[src/rtl/riscv_pkg.sv]
// Shared RV32I definitions for the fetch stage and the instruction decoder.
package riscv_pkg;

    localparam int unsigned XLEN = 32;

    localparam logic [XLEN-1:0] RESET_PC_DEFAULT = 32'h0000_0000;
    localparam logic [XLEN-1:0] NOP_INSTR        = 32'h0000_0013;

    // Major opcodes, shared with the decoder
    localparam logic [6:0] OPC_LUI      = 7'b0110111;
    localparam logic [6:0] OPC_AUIPC    = 7'b0010111;
    localparam logic [6:0] OPC_JAL      = 7'b1101111;
    localparam logic [6:0] OPC_JALR     = 7'b1100111;
    localparam logic [6:0] OPC_BRANCH   = 7'b1100011;
    localparam logic [6:0] OPC_LOAD     = 7'b0000011;
    localparam logic [6:0] OPC_STORE    = 7'b0100011;
    localparam logic [6:0] OPC_OP_IMM   = 7'b0010011;
    localparam logic [6:0] OPC_OP       = 7'b0110011;
    localparam logic [6:0] OPC_MISC_MEM = 7'b0001111;
    localparam logic [6:0] OPC_SYSTEM   = 7'b1110011;

    typedef struct packed {
        logic [XLEN-1:0] instr;
        logic [XLEN-1:0] pc;
    } fetch_entry_t;

endpackage

[src/rtl/fetch_fifo.sv]
// Small synchronous FIFO with flush; head is presented from registers.
module fetch_fifo #(
    parameter int unsigned WIDTH = 32,
    parameter int unsigned DEPTH = 2
) (
    input  logic                         clk,
    input  logic                         rst_n,
    input  logic                         push,
    input  logic [WIDTH-1:0]             push_data,
    input  logic                         pop,
    input  logic                         flush,
    output logic [WIDTH-1:0]             head,
    output logic                         full,
    output logic                         empty,
    output logic [$clog2(DEPTH+1)-1:0]   count
);
    localparam int unsigned AW = (DEPTH > 1) ? $clog2(DEPTH) : 1;
    localparam int unsigned CW = $clog2(DEPTH + 1);

    logic [WIDTH-1:0] mem_q [DEPTH];
    logic [WIDTH-1:0] mem_d [DEPTH];
    logic [AW-1:0]    rd_ptr_q, rd_ptr_d, wr_ptr_q, wr_ptr_d;
    logic [CW-1:0]    count_q, count_d;
    logic             push_ok, pop_ok;

    // Flush wins; a push into a full FIFO is accepted only alongside a pop
    always_comb begin
        mem_d    = mem_q;
        rd_ptr_d = rd_ptr_q;
        wr_ptr_d = wr_ptr_q;
        count_d  = count_q;
        pop_ok   = pop && (count_q != '0);
        push_ok  = push && ((count_q != CW'(DEPTH)) || pop_ok);
        if (flush) begin
            rd_ptr_d = '0;
            wr_ptr_d = '0;
            count_d  = '0;
        end else begin
            if (push_ok) begin
                mem_d[wr_ptr_q] = push_data;
                wr_ptr_d        = wr_ptr_q + AW'(1);
            end
            if (pop_ok) begin
                rd_ptr_d = rd_ptr_q + AW'(1);
            end
            count_d = count_q + CW'(push_ok) - CW'(pop_ok);
        end
    end

    always_ff @(posedge clk or negedge rst_n) begin
        if (!rst_n) begin
            mem_q    <= '{default: '0};
            rd_ptr_q <= '0;
            wr_ptr_q <= '0;
            count_q  <= '0;
        end else begin
            mem_q    <= mem_d;
            rd_ptr_q <= rd_ptr_d;
            wr_ptr_q <= wr_ptr_d;
            count_q  <= count_d;
        end
    end

    assign head  = mem_q[rd_ptr_q];
    assign full  = (count_q == CW'(DEPTH));
    assign empty = (count_q == '0);
    assign count = count_q;

    a_count_bound: assert property (@(posedge clk) disable iff (!rst_n) count_q <= CW'(DEPTH));

endmodule

[src/rtl/instruction_fetch_unit.sv]
// RV32I fetch stage: fetch PC, credit-limited imem requests, in-order response
// buffering and redirect flush towards decode.
module instruction_fetch_unit
    import riscv_pkg::*;
#(
    parameter logic [XLEN-1:0] RESET_PC   = RESET_PC_DEFAULT,
    parameter int unsigned     FIFO_DEPTH = 2
) (
    input  logic            clk,
    input  logic            rst_n,
    output logic            imem_req_valid,
    input  logic            imem_req_ready,
    output logic [XLEN-1:0] imem_req_addr,
    input  logic            imem_rsp_valid,
    input  logic [XLEN-1:0] imem_rsp_data,
    input  logic            redirect_valid,
    input  logic [XLEN-1:0] redirect_pc,
    output logic            if_valid,
    input  logic            if_ready,
    output logic [XLEN-1:0] if_instruction,
    output logic [XLEN-1:0] if_pc,
    output logic [XLEN-1:0] if_pc_plus4
);
    localparam int unsigned CW = $clog2(FIFO_DEPTH + 1);
    localparam int unsigned EW = $bits(fetch_entry_t);

    logic [XLEN-1:0] fetch_pc_q, fetch_pc_d;
    logic [CW-1:0]   outstanding_q, outstanding_d;
    logic [CW-1:0]   discard_q, discard_d;
    logic            started_q, started_d;

    logic            req_fire, rsp_keep, if_pop;
    logic [CW:0]     occupancy;

    logic [XLEN-1:0] tag_head;
    logic            tag_full, tag_empty;
    logic [CW-1:0]   tag_count;

    fetch_entry_t    ibuf_push, ibuf_head;
    logic [EW-1:0]   ibuf_head_raw;
    logic            ibuf_full, ibuf_empty;
    logic [CW-1:0]   ibuf_count;
    logic            unused_c;

    // Credit, redirect and counter bookkeeping; redirect overrides every other event
    always_comb begin
        fetch_pc_d    = fetch_pc_q;
        outstanding_d = outstanding_q;
        discard_d     = discard_q;
        started_d     = 1'b1;

        if_pop    = if_valid && if_ready;
        occupancy = {1'b0, ibuf_count} + {1'b0, outstanding_q} - (CW+1)'(if_pop);
        imem_req_valid = started_q && !redirect_valid && !tag_full
                         && (!ibuf_full || if_pop)
                         && (occupancy < (CW+1)'(FIFO_DEPTH));
        req_fire = imem_req_valid && imem_req_ready;
        rsp_keep = imem_rsp_valid && !redirect_valid && (discard_q == '0) && !tag_empty;

        if (redirect_valid) begin
            fetch_pc_d    = {redirect_pc[XLEN-1:2], 2'b00};
            outstanding_d = outstanding_q - CW'(imem_rsp_valid);
            discard_d     = outstanding_d;
        end else begin
            if (req_fire) begin
                fetch_pc_d = fetch_pc_q + XLEN'(4);
            end
            outstanding_d = outstanding_q + CW'(req_fire) - CW'(imem_rsp_valid);
            if (imem_rsp_valid && (discard_q != '0)) begin
                discard_d = discard_q - CW'(1);
            end
        end
    end

    always_ff @(posedge clk or negedge rst_n) begin
        if (!rst_n) begin
            fetch_pc_q    <= RESET_PC;
            outstanding_q <= '0;
            discard_q     <= '0;
            started_q     <= 1'b0;
        end else begin
            fetch_pc_q    <= fetch_pc_d;
            outstanding_q <= outstanding_d;
            discard_q     <= discard_d;
            started_q     <= started_d;
        end
    end

    fetch_fifo #(
        .WIDTH (XLEN),
        .DEPTH (FIFO_DEPTH)
    ) u_tag_q (
        .clk       (clk),
        .rst_n     (rst_n),
        .push      (req_fire),
        .push_data (fetch_pc_q),
        .pop       (rsp_keep),
        .flush     (redirect_valid),
        .head      (tag_head),
        .full      (tag_full),
        .empty     (tag_empty),
        .count     (tag_count)
    );

    assign ibuf_push = '{instr: imem_rsp_data, pc: tag_head};

    fetch_fifo #(
        .WIDTH (EW),
        .DEPTH (FIFO_DEPTH)
    ) u_ibuf (
        .clk       (clk),
        .rst_n     (rst_n),
        .push      (rsp_keep),
        .push_data (ibuf_push),
        .pop       (if_pop),
        .flush     (redirect_valid),
        .head      (ibuf_head_raw),
        .full      (ibuf_full),
        .empty     (ibuf_empty),
        .count     (ibuf_count)
    );

    assign ibuf_head      = ibuf_head_raw;
    assign if_valid       = !ibuf_empty;
    assign if_instruction = if_valid ? ibuf_head.instr : NOP_INSTR;
    assign if_pc          = if_valid ? ibuf_head.pc : RESET_PC;
    assign if_pc_plus4    = if_pc + XLEN'(4);
    assign imem_req_addr  = fetch_pc_q;

    // Address alignment bits are dropped by design; tag occupancy is implied by outstanding
    assign unused_c = ^{redirect_pc[1:0], tag_count};

    a_outstanding_bound: assert property (@(posedge clk) disable iff (!rst_n)
        outstanding_q <= CW'(FIFO_DEPTH));
    a_discard_bound: assert property (@(posedge clk) disable iff (!rst_n)
        discard_q <= outstanding_q);

endmodule
[config.mk]
export PLATFORM = sky130hd
export DESIGN_NAME = instruction_fetch_unit
export DESIGN_NICKNAME = d
export VERILOG_FILES = /design/src/rtl/riscv_pkg.sv /design/src/rtl/fetch_fifo.sv /design/src/rtl/instruction_fetch_unit.sv
export SDC_FILE = /design/constraint.sdc
export NUM_CORES = 1
export LEC_CHECK = 0
export ABC_CLOCK_PERIOD_IN_PS = 3200
export BUFFER_PORTS_ARGS = -buffer_cell sky130_fd_sc_hd__buf_4
export CORE_UTILIZATION = 52
export CTS_CLUSTER_SIZE = 25
export DETAILED_ROUTE_END_ITERATION = 7
export PLACE_DENSITY_LB_ADDON = 0.08
export SETUP_SLACK_MARGIN = 0.2
export SLEW_MARGIN = 0
export SYNTH_ARGS = -nofsm -noshare
export SYNTH_HDL_FRONTEND = slang
export SYNTH_HIERARCHICAL = 1
export SYNTH_SLANG_ARGS = --single-unit
[constraint.sdc]
create_clock -name clk -period 3.2 [get_ports clk]
set_input_delay 0.48 -clock clk [delete_from_list [all_inputs] [get_ports clk]]
set_output_delay 0.48 -clock clk [all_outputs]
set_load 0.02 [all_outputs]
==> reports/results.env <==
GRT_FIRST_PASS_WIRELENGTH_MM=46.1
FINAL_CELL_MIX='dfrtp_1, buf_4, mux2_2'
TOTALNEGATIVESETUPSLACK_NS=-0.942
MET1_TRACK_USAGE_GR_PCT=33.8
HTREEDEPTH=1
DESIGN.DIE.AREA_UM2=24500
ROUTED_VIA_DENSITY=5.43
CAP_VIOLATIONS=0
HOLD_SLACK_NS=-0.0277
FINALCRITPERIODSHARE_PCT=105
LAYOUT.NETS=1326
FILL_CELLS=1628
WORST_EP_ARRIVAL_TIME_NS=2.89
GRT_USE_MET3_PCT=4.40
CRITPATHSLOWESTCELL='dfrtp_2'
POSTPLACECELLAREA_UM2=14600
NUM_ANTENNA_CELLS=0
POWER_DENSITY_nW_PER_UM2=496
FINAL_SLEW_VIOL_COUNT=0
GRT_UTIL_ALL_LAYERS_PCT=23.7
GRT_MOST_USED_LAYER='met2'
TIMING_HOLD_VIOLATIONS_FINAL=7
FINAL_CELL_AREA_EXCLUDING_FILLER_CELLS_UM2=16900
SYN_INST=978
POSTSYNTH.ASYNCRESETSHARE_PCT=100
CLK_TRANSITION_REPORTED_PATHS_NS=0.06
STARTPOINT_TYPES='flop'
WORST_SLEW_MARGIN_REL_PCT=45.7
PLACEABLECOREAREA_UM2=23500
SYN_AVG_CELL_AREA_UM2=12.7
PLACEMENT.IO_BUFFERS=195
GLOBAL_ROUTE.USAGE.MET2_PCT=37.6
ROUTED_WIRE_LENGTH_PER_INSTANCE_UM=19.1
P_LEAK_nW=8.28
STATUS='complete, but fails checks'
FLOORPLAN.INITIALDENSITY_PCT=52.9
SEQ_AREA_FRAC_SYNTH_PCT=47.4
DRTITER0DRC=384
RSZ0062_AT_GRT='yes'
GRT_OVERFLOW_TOTAL=0
SYNTH.TOP_CELL.AREA_SHARE_PCT=47.4
CLOCK_TREE.ROOT_CELL='clkbuf_16'
POSTSYNTH.TOPFLOPCELL='dfrtp_1'
YOSYS_WARNINGS=6
POSTLAYOUTSETUPSLACKWORST_NS=-0.169
CRIT_FANOUT=5
GPL.FINAL_WEIGHTED_CONGESTION=0.847
HP-CLASS='input pin to asynchronous set/reset pin'
CTS_BUFFERS=26
PRE_CTS_WS_NS=0.0980
FINALWORSTPATHREQUIREDPERIOD_NS=3.37
YS_SEQ_ELEMENTS=235
FLOORPLAN.ROWS=56
FAILED_CHECKS='hold timing, setup timing'
GRT_START_MAX_NET_PINS=102
MAX_FREQ_GHz=0.297
CLOCK_INSERTION_DELAY_WORST_SKEW_NS=0.53
WORST-R2R-SETUP-SLACK_NS=0
FLOORPLAN.DIE.WIDTH_UM=156
DRT_DRC_VIOLATIONS_LEFT=0
ROUTE.FINAL.WIRE_LENGTH_MM=30.2
TRITONCTS='yes'
LAYOUT_COMMONEST_CELL='dfrtp_1'
SYNTH_AREA_UM2=12400
SYNTH_TOP_AREA_CELL='dfrtp_1'
SYNTH_EDF_COUNT=0
NUMBER_OF_DETAILED_ROUTING_ITERATIONS_RUN_BEFORE_ANTENNA_REPAIR=5
PLACE.DETAILED.HPWL_MM=18.9
CP.REQUIRED_NS=2.72
LAYOUT-AREA-OVERHEAD-VS-SYNTH_PCT=35.9
NUMBER_OF_ANTENNA_VIOLATIONS_AT_THE_FIRST_CHECK_IN_GLOBAL_ROUTING=0
CTS.SINK_COUNT=235
IRDROPWORSTVDD_mV=0.427
ANTENNA_LEFT=0
VIA_COUNT=8579
BOUNDARYPINS=200
FIRST_GLOBAL_VIAS=8550
TIMING.CLOCK.SKEW_NS=0.0181
END_KIND='primary output'
SYNTH_CELL_TYPES=60
PATH_CLASS='flop to primary output'
LAYOUT-DRIVE-GT1-SHARE_PCT=57.2
CRITICAL-PATH-MAX-STAGE-DELAY_NS=0.48
CTSLONGESTPATHBUFFERS=3
CELL_CHAIN_CRITICAL_PATH='mux2_4 -> nor2b_4 -> ha_4 -> nand3_2 -> or3_4 -> nor4_4 -> buf_4 -> nand4_1 -> xnor2_2 -> buf_6'
SYNTHTOPCELLSBYAREA='dfrtp_1, mux2_2, mux2_4'
FP.DIEH_UM=156
TIMING.FINAL.SETUP_VIOLATIONS=14
TIGHTESTPINTRANSITION_NS=0.814
## worst max-delay path, delay by kind of cell, from the launching register on
family,cells,cell delay (ns)
xor gates and xnor gates,1,0.20
adders and majority gates,1,0.14
buffers and inverters,2,0.32
DFF,1,0.48
muxes,1,0.23
and+or+nand+nor,5,0.99
## per-layer routing
| metal | wire, um | vias to the layer above | share of wire (%) |
|---|---|---|---|
| li1 | - | 3983 | - |
| met1 | 13800 | 4285 | 46 |
| met2 | 14000 | 268 | 46 |
| met3 | 1820 | 43 | 6.0 |
| met4 | 589 | 0 | 2.0 |
| met5 | 0 | - | 0 |
## layout make-up
cell class | count | area, um2 | share of cell area [%]
inverter | 25 | 96.3 | 0.571
clock inverter | 12 | 188 | 1.11
multi-input combinational | 667 | 6920 | 41.0
sequential | 235 | 5880 | 34.9
clock buffer | 34 | 722 | 4.28
timing repair buffer | 288 | 2660 | 15.8
tap | 319 | 399 | 2.37
## metrics by stage
stage | std cells | power (mW) | util (%)
finish | 1580 | 8.36 | 71.9
CTS | 1556 | 8.20 | 68.6
floorplan | 983 | 4.44 | -
global placement | 1480 | 4.88 | 62.0
detailed placement | 1480 | 4.93 | 62.0
global route | 1580 | 8.72 | 71.9
## sequential cells by signal, indices dropped and copies added, names as in the netlist
name,flops
imem_req_addr,30
discard_q,2
u_tag_q/wr_ptr_q,1
u_tag_q/count,2
u_tag_q/rd_ptr_q,1
u_ibuf/count,2
u_tag_q/mem_q,64
started_q,1
u_ibuf/mem_q,128
u_ibuf/rd_ptr_q,1
u_ibuf/wr_ptr_q,1
outstanding_q,2
## cells by family (layout without fill, tap and decap cells)
logic type	after synthesis	in the layout	synth area share [%]
flip-flops	235	235	47.4
adder cells (fa/ha/maj)	13	13	1.37
multiplexers	292	292	29.2
AND/OR/NAND/NOR	247	247	11.6
XOR/XNOR	48	48	3.39
AO/OA/AOI/OAI	60	60	3.39
buffers and inverters	81	359	3.60
other	2	7	0.0605
## path summary, 6_finish.rpt
check / from / end / cells after the start
setup / recovery: u_ibuf/rd_ptr_q / if_pc_plus4[30] / 10
hold / removal: rst_n / u_ibuf/mem_q[51] / 1
setup reg to reg: u_ibuf/count[0] / u_tag_q/mem_q[16] / 14
hold reg to reg: u_ibuf/mem_q[2] / u_ibuf/mem_q[2] / 1
max in group asynchronous: rst_n / imem_req_addr[24] / 2
min in group clk: redirect_pc[3] / imem_req_addr[3] / 3
## timing repair
item	4_1_cts	5_1_grt
setup buffers	27	17
hold buffers	0	0
endpoints found under the setup margin	61	119
pin swaps	29	53
gates resized for setup	80	131
gates cloned	3	7
## where the power goes
part | switching [mW] | internal (mW) | leakage, nW
combinational | 0.664 | 0.898 | 4.65
sequential | 0.293 | 3.32 | 3.18
clock | 1.20 | 1.98 | 0.447
total | 2.16 | 6.20 | 8.28
## cell usage after synthesis (6+ instances only)
library cell and n:
nor2b_1 56, mux2_2 195, nor4_1 6, nor2_1 27, a221o_1 6, buf_6 12
mux2_4 90, xnor2_1 30, nand2_1 53, a21oi_1 6, buf_2 9, nand4_1 15
and3_1 6, xor2_1 18, ha_1 12, buf_4 11, o311ai_0 7, o211ai_1 6
o21ai_0 21, inv_1 23, nor3_1 9, nand3_1 27, clkbuf_1 23, dfrtp_1 235
and2b_1 7
Note: power is estimated with default switching activity, not from simulation.
